File: src/rtl/sm83_opcode_fetch_if.sv
// ----------------------------------------------------------------------------
// sm83_opcode_fetch_if
//
// Purpose:
//   Groups the bus/sequencer handshake and the decoder-facing outputs of the
//   SM83 opcode fetch front end into one bundle.
//
// Signals (direction as seen from the fetch unit, i.e. the slave modport):
//   data_in      in   8  data bus byte
//   data_valid   in   1  data_in valid this cycle (one byte per pulse)
//   instr_end    in   1  last cycle of the current instruction
//   irq          in   1  any enabled interrupt pending
//   ime          in   1  interrupt master enable (HALT bug build only)
//   m1           out  1  opcode fetch requested
//   opcode       out  8  latched opcode to the decoder
//   bank_cb      out  1  opcode belongs to the CB-prefixed bank
//   opcode_valid out  1  opcode/bank_cb stable and executing
//   in_halt      out  1  CPU halted
//   in_alu       out  1  ALU execute cycle of an ALU-class instruction
//   pc_hold      out  1  sequencer must not increment PC on this fetch
//
// Modports:
//   master - sequencer / bus side (drives data and control, reads decoder outputs)
//   slave  - the opcode fetch unit
// ----------------------------------------------------------------------------
interface sm83_opcode_fetch_if;
    localparam int WORD_SIZE = 8;

    logic [WORD_SIZE-1:0] data_in;
    logic                 data_valid;
    logic                 instr_end;
    logic                 irq;
    logic                 ime;

    logic                 m1;
    logic [WORD_SIZE-1:0] opcode;
    logic                 bank_cb;
    logic                 opcode_valid;
    logic                 in_halt;
    logic                 in_alu;
    logic                 pc_hold;

    modport master (
        output data_in, data_valid, instr_end, irq, ime,
        input  m1, opcode, bank_cb, opcode_valid, in_halt, in_alu, pc_hold
    );

    modport slave (
        input  data_in, data_valid, instr_end, irq, ime,
        output m1, opcode, bank_cb, opcode_valid, in_halt, in_alu, pc_hold
    );
endinterface

File: src/rtl/sm83_opcode_fetch.sv
// ----------------------------------------------------------------------------
// sm83_opcode_fetch
//
// Purpose:
//   SM83 front end that produces the decoder's inputs. It latches opcode bytes
//   from the data bus, tracks the CB prefix bank and the HALT state, and pulses
//   in_alu during the ALU execute cycle of ALU-class instructions.
//
// Ports:
//   clk    in  1  system clock, all state on the rising edge
//   reset  in  1  asynchronous, active-high reset
//   bus    slave modport of sm83_opcode_fetch_if (data bus, sequencer
//                 handshake, decoder-facing outputs)
//
// Configuration:
//   SM83_HALT_BUG_EN  When defined, a HALT executed with ime=0 while an
//                     interrupt is already pending does not halt; the CPU goes
//                     straight back to fetch with pc_hold=1 until the next
//                     opcode byte is accepted, so the sequencer fetches that
//                     byte twice. When undefined, pc_hold is tied low, ime is
//                     unused and HALT is always entered.
//
// Outputs m1 and opcode_valid decode directly from the state register; every
// other output is registered.
// ----------------------------------------------------------------------------
module sm83_opcode_fetch (
    input  logic                  clk,
    input  logic                  reset,
    sm83_opcode_fetch_if.slave    bus
);

    localparam int WORD_SIZE = 8;

    localparam logic [WORD_SIZE-1:0] OP_PREFIX_CB = 8'hCB;
    localparam logic [WORD_SIZE-1:0] OP_HALT      = 8'h76;

    typedef enum logic [1:0] {
        ST_FETCH    = 2'd0,
        ST_CB_FETCH = 2'd1,
        ST_EXEC     = 2'd2,
        ST_HALT     = 2'd3
    } state_e;

    state_e               state_q, state_d;
    logic [WORD_SIZE-1:0] opcode_q, opcode_d;
    logic                 bank_cb_q, bank_cb_d;
    logic                 in_halt_q, in_halt_d;
    logic                 in_alu_q, in_alu_d;
    logic                 pc_hold_q, pc_hold_d;
    // Set by the first data_valid of EXEC; limits the (HL)/n form to one pulse.
    logic                 operand_seen_q, operand_seen_d;

    // Bank-0 ALU class: 0x80-0xBF (r and (HL) forms) plus the immediate group
    // 0xC6, 0xCE, ... 0xFE. Caller applies the bank_cb qualification.
    function automatic logic is_alu_class(input logic [WORD_SIZE-1:0] op);
        return (op[7:6] == 2'b10) || ((op[7:6] == 2'b11) && (op[2:0] == 3'b110));
    endfunction

    // Operand field 6 selects (HL) or an immediate byte, so the ALU works in
    // the cycle after the operand arrives rather than on entry to EXEC.
    function automatic logic is_mem_form(input logic [WORD_SIZE-1:0] op);
        return op[2:0] == 3'b110;
    endfunction

    // ------------------------------------------------------------------
    // State register
    // ------------------------------------------------------------------
    // NOTE: sequential state uses non-blocking (<=) so every flop samples the
    // pre-edge values; the combinational blocks below use blocking (=).
    always_ff @(posedge clk or posedge reset) begin
        if (reset) begin
            state_q        <= ST_FETCH;
            opcode_q       <= '0;
            bank_cb_q      <= 1'b0;
            in_halt_q      <= 1'b0;
            in_alu_q       <= 1'b0;
            pc_hold_q      <= 1'b0;
            operand_seen_q <= 1'b0;
        end else begin
            state_q        <= state_d;
            opcode_q       <= opcode_d;
            bank_cb_q      <= bank_cb_d;
            in_halt_q      <= in_halt_d;
            in_alu_q       <= in_alu_d;
            pc_hold_q      <= pc_hold_d;
            operand_seen_q <= operand_seen_d;
        end
    end

    // ------------------------------------------------------------------
    // Next-state logic
    // ------------------------------------------------------------------
    always_comb begin
        // NOTE: every variable gets a default before the case so no path can
        // leave it unassigned, which would otherwise infer a latch.
        state_d        = state_q;
        opcode_d       = opcode_q;
        bank_cb_d      = bank_cb_q;
        in_halt_d      = in_halt_q;
        in_alu_d       = 1'b0;       // single-cycle pulse by construction
        pc_hold_d      = pc_hold_q;
        operand_seen_d = operand_seen_q;

        unique case (state_q)
            ST_FETCH: begin
                if (bus.data_valid) begin
                    opcode_d       = bus.data_in;
                    bank_cb_d      = 1'b0;
                    pc_hold_d      = 1'b0;   // the held byte has now been taken
                    operand_seen_d = 1'b0;
                    if (bus.data_in == OP_PREFIX_CB) begin
                        state_d = ST_CB_FETCH;
                    end else begin
                        state_d  = ST_EXEC;
                        // r-form pulses on the first EXEC cycle, i.e. right
                        // after this accepting edge.
                        in_alu_d = is_alu_class(bus.data_in) && !is_mem_form(bus.data_in);
                    end
                end
            end

            ST_CB_FETCH: begin
                // opcode_q still shows 0xCB here so the decoder sees the prefix.
                // Any byte, including a second 0xCB, is a bank-1 opcode and
                // bank-1 opcodes never raise in_alu.
                if (bus.data_valid) begin
                    opcode_d       = bus.data_in;
                    bank_cb_d      = 1'b1;
                    operand_seen_d = 1'b0;
                    state_d        = ST_EXEC;
                end
            end

            ST_EXEC: begin
                // instr_end has priority; a coincident operand byte is dropped.
                if (bus.instr_end) begin
                    if ((opcode_q == OP_HALT) && !bank_cb_q) begin
`ifdef SM83_HALT_BUG_EN
                        if (!bus.ime && bus.irq) begin
                            state_d   = ST_FETCH;
                            pc_hold_d = 1'b1;
                        end else begin
                            state_d   = ST_HALT;
                            in_halt_d = 1'b1;
                        end
`else
                        state_d   = ST_HALT;
                        in_halt_d = 1'b1;
`endif
                    end else begin
                        state_d = ST_FETCH;
                    end
                end else if (bus.data_valid && !operand_seen_q) begin
                    operand_seen_d = 1'b1;
                    in_alu_d       = !bank_cb_q && is_alu_class(opcode_q) && is_mem_form(opcode_q);
                end
            end

            ST_HALT: begin
                // Level-sensitive wake-up; data_valid is ignored while halted.
                if (bus.irq) begin
                    in_halt_d = 1'b0;
                    state_d   = ST_FETCH;
                end
            end

            default: begin
                state_d = ST_FETCH;
            end
        endcase
    end

`ifndef SM83_HALT_BUG_EN
    // ime only matters for the HALT bug; keep it visibly consumed.
    logic ime_unused;
    assign ime_unused = bus.ime;
`endif

    // ------------------------------------------------------------------
    // Output logic
    // ------------------------------------------------------------------
    always_comb begin
        bus.m1           = (state_q == ST_FETCH) || (state_q == ST_CB_FETCH);
        bus.opcode_valid = (state_q == ST_EXEC);
    end

    assign bus.opcode  = opcode_q;
    assign bus.bank_cb = bank_cb_q;
    assign bus.in_halt = in_halt_q;
    assign bus.in_alu  = in_alu_q;
    assign bus.pc_hold = pc_hold_q;

endmodule
File: src/flat_wrapper.sv
// flat-port wrapper written by rule: the top's interface ports become plain ports
module sm83_opcode_fetch_flat 
  (clk, reset, bus_data_in, bus_data_valid, bus_instr_end, bus_irq, bus_ime, bus_m1, bus_opcode, bus_bank_cb, bus_opcode_valid, bus_in_halt, bus_in_alu, bus_pc_hold);
  sm83_opcode_fetch_if bus_i ();
  input  logic clk;
  input  logic reset;
  input wire logic [$bits(bus_i.data_in)-1:0] bus_data_in;
  input wire logic [$bits(bus_i.data_valid)-1:0] bus_data_valid;
  input wire logic [$bits(bus_i.instr_end)-1:0] bus_instr_end;
  input wire logic [$bits(bus_i.irq)-1:0] bus_irq;
  input wire logic [$bits(bus_i.ime)-1:0] bus_ime;
  output wire logic [$bits(bus_i.m1)-1:0] bus_m1;
  output wire logic [$bits(bus_i.opcode)-1:0] bus_opcode;
  output wire logic [$bits(bus_i.bank_cb)-1:0] bus_bank_cb;
  output wire logic [$bits(bus_i.opcode_valid)-1:0] bus_opcode_valid;
  output wire logic [$bits(bus_i.in_halt)-1:0] bus_in_halt;
  output wire logic [$bits(bus_i.in_alu)-1:0] bus_in_alu;
  output wire logic [$bits(bus_i.pc_hold)-1:0] bus_pc_hold;
  assign bus_i.data_in = bus_data_in;
  assign bus_i.data_valid = bus_data_valid;
  assign bus_i.instr_end = bus_instr_end;
  assign bus_i.irq = bus_irq;
  assign bus_i.ime = bus_ime;
  assign bus_m1 = bus_i.m1;
  assign bus_opcode = bus_i.opcode;
  assign bus_bank_cb = bus_i.bank_cb;
  assign bus_opcode_valid = bus_i.opcode_valid;
  assign bus_in_halt = bus_i.in_halt;
  assign bus_in_alu = bus_i.in_alu;
  assign bus_pc_hold = bus_i.pc_hold;
  sm83_opcode_fetch u_core (.clk(clk), .reset(reset), .bus(bus_i));
endmodule
File: config.mk
export PLATFORM = sky130hd
export DESIGN_NAME = sm83_opcode_fetch_flat
export DESIGN_NICKNAME = d
export VERILOG_FILES = /design/src/rtl/sm83_opcode_fetch_if.sv /design/src/rtl/sm83_opcode_fetch.sv /design/src/flat_wrapper.sv
export SDC_FILE = /design/constraint.sdc
export NUM_CORES = 1
export LEC_CHECK = 0
export CORE_MARGIN = 2
export CORE_UTILIZATION = 43
export CTS_CLUSTER_SIZE = 28
export DETAILED_ROUTE_END_ITERATION = 10
export HOLD_SLACK_MARGIN = 0.15
export PLACE_DENSITY = 0.81
export SYNTH_ARGS = -nofsm -noshare
export SYNTH_HDL_FRONTEND = slang
export SYNTH_SLANG_ARGS = --single-unit
File: constraint.sdc
create_clock -name clk -period 3.55 [get_ports clk]
set_clock_uncertainty 0.1 [all_clocks]
set_input_delay 0.71 -clock clk [delete_from_list [all_inputs] [get_ports clk]]
set_output_delay 0.71 -clock clk [all_outputs]
set_load 0.1 [all_outputs]
Yosys cells after proc, flatten, opt, wreduce, memory -nomap -nowiden
Cells that the tools add are included.
- add/sub/neg operators: 0
- $mul: 0
- div/mod/pow operators: 0
- $lt $le $gt $ge: 0
- eq/ne operators: 19
- shifts and indexed selects: 0
- multiplexer cells: 22
- bitwise gates (word level): 0
- reductions and logical operators: 23
- operator list (operator ; number):
    2-bit == test, second input constant ; 6
    2-bit two-way mux ; 6
    4-bit AND reduction ; 3
    1-bit two-way mux ; 11
    2-bit != test, second input constant ; 5
    8-bit by 7-bit == test with 1-bit output, second input constant ; 1
    8-bit == test, second input constant ; 1
    1-bit one-hot mux with 2 select lines ; 4
    2-bit one-hot mux with 4 select lines ; 1
    1-bit logical AND ; 7
    3-bit == test, second input constant ; 2
    2-bit by 1-bit != test with 1-bit output, second input constant ; 3
    2-bit nonzero test ; 3
    1-bit zero test ; 3
    1-bit logical OR ; 3
    3-bit AND reduction ; 1
    2-bit by 1-bit == test with 1-bit output, second input constant ; 1
    2-bit zero test ; 1
    2-bit AND reduction ; 1
    2-bit OR reduction ; 1
- bits in registers: 14
- latch bits: 0
- memory bits (writable): 0
- ROM bits: 0
- bits of input ports: 14
- output and inout port bits: 14
- word-level logic and storage cells: 70
- memories kept: 0

Logic depth before layout (Yosys ltp)
Gate-level depths: netlist of the first run.
- word-level depth: 8
- gate-level depth with buffers: 4
- depth with buffers taken out: 3

Worst setup path after synthesis of the first run
Ideal clock, no wire load.
- kind: register to output
- start: reg u_core.state_q[1]
- end: out bus_opcode_valid
- arrival time: 1.836 ns
- data required time: 2.740 ns
- slack: 0.904 ns
- cell stages (with the launch flop): 2
- path buffers: 0
- path through: dfrtp_1 > nor2b_1
- word-level cells in the longest chain between the ends: 1
- ends and longest elaborated chain (what ; RTL line ; source):
    start, declared ; sm83_opcode_fetch.sv:44 ; state_e state_q, state_d;
    start signal, assigned ; sm83_opcode_fetch.sv:80 ; state_q <= state_d;
    2-bit == test ; sm83_opcode_fetch.sv:184 ; bus.opcode_valid = (state_q == ST_EXEC);
    end, declared ; flat_wrapper.sv:15 ; output wire logic [$bits(bus_i.opcode_valid)-1:0] bus_opcode_valid;
No other way between the ends.

Worst setup path after layout of the first run
- start: reg u_core.bank_cb_q, in the netlist u_core.bus.bank_cb
- end: out bus_bank_cb
- RTL lines (what ; RTL line ; source):
    start, declared ; sm83_opcode_fetch.sv:46 ; logic bank_cb_q, bank_cb_d;
    start signal, assigned ; sm83_opcode_fetch.sv:82 ; bank_cb_q <= bank_cb_d;
    end, declared ; flat_wrapper.sv:14 ; output wire logic [$bits(bus_i.bank_cb)-1:0] bus_bank_cb;
No word-level cell between the ends.

==> results of run 1 <==
[through the flow]
step	instance area, um^2	utilization (%)	worst slack [ns]	hold slack [ns]
2_1_floorplan	661	-	0.904	0.374
3_3_place_gp	901	61.2	1.11	0.360
3_5_place_dp	901	61.2	1.12	0.362
4_1_cts	937	63.7	0.923	0.383
5_1_grt	937	63.7	0.895	0.403
6_report	937	63.7	0.934	0.376
[power by group through the flow]
stage | logic, mW | clock network [mW] | registers [mW]
detailed placement | 0.358 | 0 | 0.218
finish | 0.357 | 0.111 | 0.215
CTS | 0.358 | 0.115 | 0.215
global route | 0.368 | 0.120 | 0.219
floorplan | 0.0911 | 0 | 0.399
global placement | 0.353 | 0 | 0.217
[cells by family after synthesis]
group	after synthesis	share of synthesized area [%]
AND/OR/NAND/NOR	20	20.6
flip-flops	14	53.0
AO/OA/AOI/OAI	8	8.52
multiplexers	8	13.6
buffers and inverters	5	3.60
other	1	0.568
[worst max path at each step]
stage                                               end  cells past startpoint                      startpoint  slack [ns]
after global placement    u_core.state_q[1]$_DFFE_PP0P_                      4                  bus_data_in[2]        1.11
after CTS                                   bus_bank_cb                      1  u_core.bus.bank_cb$_DFFE_PP0P_        0.92
final                                       bus_bank_cb                      1  u_core.bus.bank_cb$_DFFE_PP0P_        0.93
after global routing                        bus_bank_cb                      1  u_core.bus.bank_cb$_DFFE_PP0P_        0.90
after floorplan                        bus_opcode_valid                      1   u_core.state_q[1]$_DFFE_PP0P_        0.90
after detailed placement  u_core.state_q[1]$_DFFE_PP0P_                      4                  bus_data_in[2]        1.12
[layout by cell type (no fill, tap or decap)]
| master | Yosys | routed |
|---|---|---|
| dfrtp_1 | 14 | 14 |
| clkdlybuf4s50_1 | 0 | 18 |
| a21boi_0 | 2 | 2 |
| nor2b_1 | 1 | 1 |
| clkbuf_8 | 0 | 1 |
| a311o_1 | 1 | 1 |
| buf_4 | 1 | 7 |
| and4_1 | 1 | 1 |
| clkbuf_4 | 0 | 3 |
| a22o_1 | 1 | 1 |
| nand4_1 | 2 | 2 |
| and3b_1 | 1 | 1 |
| inv_1 | 3 | 3 |
| o211ai_1 | 1 | 1 |
| nor4bb_1 | 3 | 3 |
| nand4b_1 | 1 | 1 |
| nor3b_1 | 1 | 1 |
| nand2b_1 | 1 | 1 |
| conb_1 | 1 | 1 |
| mux2_2 | 8 | 8 |
| nand3b_1 | 1 | 1 |
| nand3_1 | 2 | 2 |
| or4_4 | 1 | 1 |
| nand2_1 | 5 | 5 |
| a21oi_1 | 1 | 1 |
| o21ai_0 | 2 | 2 |
[routing by layer]
layer  share of wire (%)  up-vias
li1                    -      258
met1                  44      276
met2                  50       21
met3                 5.2        2
met4                0.84        0
met5                   0        -
[layout make-up]
type | count | area [um^2] | area share [%]
timing repair buffer | 25 | 233 | 24.8
tap | 16 | 20.0 | 2.14
clock buffer | 4 | 36.3 | 3.87
multi-input combinational | 37 | 287 | 30.6
sequential | 14 | 350 | 37.4
inverter | 3 | 11.3 | 1.20
[flip-flops by register name, summed over array words and instances (netlist names)]
signal,count
u_core.bus.opcode,8
u_core.operand_seen_q,1
u_core.bus.bank_cb,1
u_core.bus.in_halt,1
u_core.bus.in_alu,1
u_core.state_q,2
==> impl_metrics.json, run 1 <==
{
  "outcome": "finished, final reports clean",
  "netlist-cell-type-count": 24,
  "min_period_ns": 2.62,
  "yosys_warnings": 0,
  "crit_chain": "clkdlybuf4s50_1",
  "synthCells": 56,
  "min_from": "u_core.bus.in_halt$_DFFE_PP0P_",
  "power_switching_uw": 343,
  "seqPwrFrac_pct": 31.5,
  "r2r-end": "u_core.state_q[1]$_DFFE_PP0P_",
  "row_count": 14,
  "hpwl_um": 1190,
  "htree_levels": 1,
  "async_flop_share_pct": 100,
  "critPathBufInv": 1,
  "grt_pass1_wl_um": 2550,
  "worstMarginPinSlew_ns": 0.983,
  "pin_count": 28,
  "synth_top_area_cell": "dfrtp_1",
  "syn_nets": 70,
  "cts-resized-gates": 0,
  "overflow": 0,
  "cp_slowest_stage_delay_ns": 1.14,
  "synth_edf_count": 0,
  "cts_made_buffers": 3,
  "rsz0062_at_grt": "false",
  "p_per_area_mw_per_mm2": 728,
  "num_vias": 557,
  "antenna_found_initial": 0,
  "drtIter0Drc": 7,
  "slew_viol_final": 0,
  "synth_top_area_share_pct": 53.0,
  "post-route-drc-count": 0,
  "finalSetupTns_ns": 0,
  "syn_area_per_cell_um2": 11.8,
  "syn_area_um2": 661,
  "slew_headroom_pct": 34.2,
  "use_met3_pct": 2.13,
  "p_total_uw": 683,
  "final_cells": 99,
  "initial_core_util_pct": 44.9,
  "ff2ff_path_depth": 3,
  "cap_viol_max_count": 0,
  "endpoint_kind": "output port",
  "die_h_um": 43.2,
  "cts_hold_buf": 0,
  "die_area_mm2": 0.00187,
  "area_growth_pct": 41.9,
  "core_region_area_mm2": 0.00147,
  "switching_share_pct": 50.2,
  "critPathLaunchType": "register",
  "firstDrtPassIters": 4,
  "path_class": "reg2out",
  "dp.cells": 95,
  "period_share_pct": 73.7,
  "cts.path.max_buffers": 2,
  "cts_setup_buffers": 0,
  "insertion_delay_ns": 0.27,
  "cts.sinks": 14,
  "top_usage_layer": "met2",
  "post_drt_wl_per_cell_um": 15.7,
  "critPathMaxFanout": 3,
  "fmax_ghz": 0.382,
  "grt_pass1_vias": 572,
  "hold_viol": 0,
  "clk_root_buffer_cell": "clkbuf_4",
  "fill_cells": 129,
  "ant_nets": 0,
  "wirelength_um": 1550,
  "synthFlopType": "dfrtp_1",
  "synth-seq-cells": 14,
  "irDropWorstVdd_mv": 0.360,
  "setup_viol": 0,
  "synth.most_common_cell": "dfrtp_1",
  "gr-usage-met2_pct": 31.3,
  "power.leakage_nw": 0.405,
  "grt_max_degree": 15,
  "clk_pin_slew_ns": 0.08,
  "r2r_start": "u_core.state_q[0]$_DFFE_PP0P_",
  "hold_path_class": "reg2reg",
  "cp.arrival_ns": 1.81,
  "worst_hold_path.num_cells": 2,
  "worstPathRequired_ns": 2.74,
  "grt_usage_pct": 18.3,
  "port_buffers": 25,
  "p_int_uw": 340,
  "min_to": "u_core.bus.in_halt$_DFFE_PP0P_",
  "layout-drive-gt1-share_pct": 24.1,
  "cts_tree": "yes",
  "yosys-top-cells-count": "dfrtp_1, mux2_2, nand2_1",
  "die_w_um": 43.2,
  "rrSetupSlack_ns": 1.91,
  "synthTopCellsByArea": "dfrtp_1, mux2_2, nor4bb_1, nand2_1, a21boi_0",
  "nets": 98,
  "gp_congestion": 0.755,
  "share_comb_of_total_power_pct": 52.2,
  "grt_util_met1_pct": 23.2,
  "antenna_cells": 0,
  "crit_family": "buffers and inverters",
  "seq_area_frac_synth_pct": 53.0,
  "viasPerCell": 5.63,
  "cp_slowest_cell": "clkdlybuf4s50_1",
  "clockPowerShare_pct": 16.3
}
(Power assumes the default switching activity.)
==> run 2: changes to the inputs <==
Settings changed: CORE_UTILIZATION 43 to 36, PLACE_DENSITY 0.81 to 0.72.
Clock period 3.55 ns to 2.4 ns, I/O delays scaled along.
==> run 2 against run 1 <==
Compared with the run above:
- routed wire length shrank 3.0%
- combinational power is 46% higher
- hold slack improved by 0.012 ns
- count of clock-buffer cells in the layout stayed put
- die area up 18%
- critical path depth up 3
- cell area fell by 0.13%
- first-iteration DRC count is 43% higher
- sequential cell count stayed put
- register-to-register slack worse by 1.2 ns
- critical path type is now in2reg
==> impl_metrics.json, run 2 (synthesis results as in run 1) <==
{
  "finalSetupTns_ns": 0,
  "rsz0062_at_grt": "false",
  "cp_slowest_stage_delay_ns": 0.49,
  "cts.path.max_buffers": 2,
  "num_vias": 549,
  "cts.sinks": 14,
  "crit_family": "simple AND/OR/NAND/NOR gates",
  "critPathLaunchType": "primary input",
  "nets": 98,
  "die_w_um": 46.8,
  "slew_headroom_pct": 64.4,
  "die_h_um": 46.8,
  "hpwl_um": 1180,
  "cts_tree": "yes",
  "ant_nets": 0,
  "post-route-drc-count": 0,
  "ff2ff_path_depth": 3,
  "largest_reg_flops": 8,
  "grt_pass1_vias": 512,
  "outcome": "finished, final reports clean",
  "insertion_delay_ns": 0.27,
  "initial_core_util_pct": 38.3,
  "share_comb_of_total_power_pct": 51.7,
  "p_int_uw": 498,
  "r2r_start": "u_core.state_q[0]$_DFFE_PP0P_",
  "antenna_cells": 0,
  "final_common_cell": "dfrtp_1",
  "core_region_area_mm2": 0.00173,
  "irDropWorstVdd_mv": 0.569,
  "worstMarginPinSlew_ns": 0.534,
  "r2r-end": "u_core.state_q[1]$_DFFE_PP0P_",
  "drtIter0Drc": 10,
  "period_share_pct": 78.9,
  "dp.cells": 104,
  "critPathBufInv": 1,
  "final_cells": 108,
  "layout-drive-gt1-share_pct": 32.5,
  "port_buffers": 25,
  "power_switching_uw": 508,
  "min_period_ns": 1.89,
  "post_drt_wl_per_cell_um": 13.9,
  "worstPathRequired_ns": 2.46,
  "cts-resized-gates": 0,
  "cts_setup_buffers": 0,
  "seqPwrFrac_pct": 31.7,
  "path_class": "in2reg",
  "clk_root_buffer_cell": "clkbuf_4",
  "area_growth_pct": 41.7,
  "clk_pin_slew_ns": 0.08,
  "firstDrtPassIters": 5,
  "grt_usage_pct": 16.4,
  "overflow": 0,
  "p_total_mw": 1.01,
  "switching_share_pct": 50.5,
  "power.leakage_nw": 0.414,
  "htree_levels": 1,
  "wirelength_um": 1510,
  "min_to": "u_core.bus.in_halt$_DFFE_PP0P_",
  "die_area_mm2": 0.00219,
  "final_cell_mix": "dfrtp_1, buf_4, clkdlybuf4s50_1",
  "critPathMaxFanout": 3,
  "row_count": 15,
  "worst_hold_path.num_cells": 2,
  "rrSetupSlack_ns": 0.73,
  "crit_chain": "clkdlybuf4s50_1 > nand4b_1 > or4_4 > a311o_1",
  "viasPerCell": 5.08,
  "slew_viol_final": 0,
  "pin_count": 28,
  "cp.arrival_ns": 1.96,
  "cts_made_buffers": 3,
  "grt_max_degree": 15,
  "gp_congestion": 0.782,
  "cap_viol_max_count": 0,
  "cts_hold_buf": 0,
  "grt_pass1_wl_um": 2460,
  "hold_path_class": "reg2reg",
  "setup_viol": 0,
  "hold_viol": 0,
  "p_per_area_mw_per_mm2": 1070,
  "antenna_found_initial": 0,
  "cp_slowest_cell": "or4_4",
  "endpoint_kind": "register",
  "fmax_ghz": 0.528,
  "clockPowerShare_pct": 16.7,
  "min_from": "u_core.bus.in_halt$_DFFE_PP0P_"
}
-- run 2: how the worst max path moves through the flow --
stage                                        startpoint                            end  slack [ns]  cells after the start
final                                    bus_data_in[2]  u_core.state_q[1]$_DFFE_PP0P_        0.51                      4
after global routing                     bus_data_in[7]  u_core.state_q[1]$_DFFE_PP0P_        0.46                      4
after CTS                                bus_data_in[2]  u_core.state_q[1]$_DFFE_PP0P_        0.50                      4
after detailed placement                 bus_data_in[2]  u_core.state_q[1]$_DFFE_PP0P_        0.20                      4
after global placement                   bus_data_in[2]  u_core.state_q[1]$_DFFE_PP0P_        0.19                      4
after floorplan           u_core.state_q[1]$_DFFE_PP0P_               bus_opcode_valid        0.53                      1
-- run 2: power groups by stage --
stage	Sequential, mW	Clock, mW	Combinational [mW]
6_report	0.318	0.168	0.520
5_1_grt	0.327	0.183	0.540
4_1_cts	0.318	0.174	0.523
3_5_place_dp	0.323	0	0.523
3_3_place_gp	0.322	0	0.519
2_1_floorplan	0.590	0	0.136
-- run 2: metal layers --
metal	up-vias	wire, um	GRT usage, %
met5	-	0	0
met4	0	27	11.7
met3	2	81	1.92
met2	19	720	25.2
met1	270	676	21.4
li1	258	-	-
-- run 2: area by class of cell --
type                    count  area, um^2
fillers                   161         791
flip-flops and latches     14         350
multi-input cells          37         289
repair buffers             25         218
clock buffers               4        36.3
well taps                  25        31.3
inverters                   3        11.3
-- run 2: stage by stage --
step	setup WS (ns)	util, %	hold slack (ns)	area [um^2]
floorplan	0.527	-	0.269	663
global placement	0.188	52.1	0.362	900
detailed placement	0.195	52.1	0.370	900
CTS	0.497	54.2	0.389	936
global route	0.455	54.2	0.416	936
finish	0.505	54.2	0.388	936
-- run 2: worst reg2reg max path: stages (launching register included) --
cell      delay [ns]
dfrtp_1         0.48
nand3b_1        0.20
or4_4           0.42
a311o_1         0.36
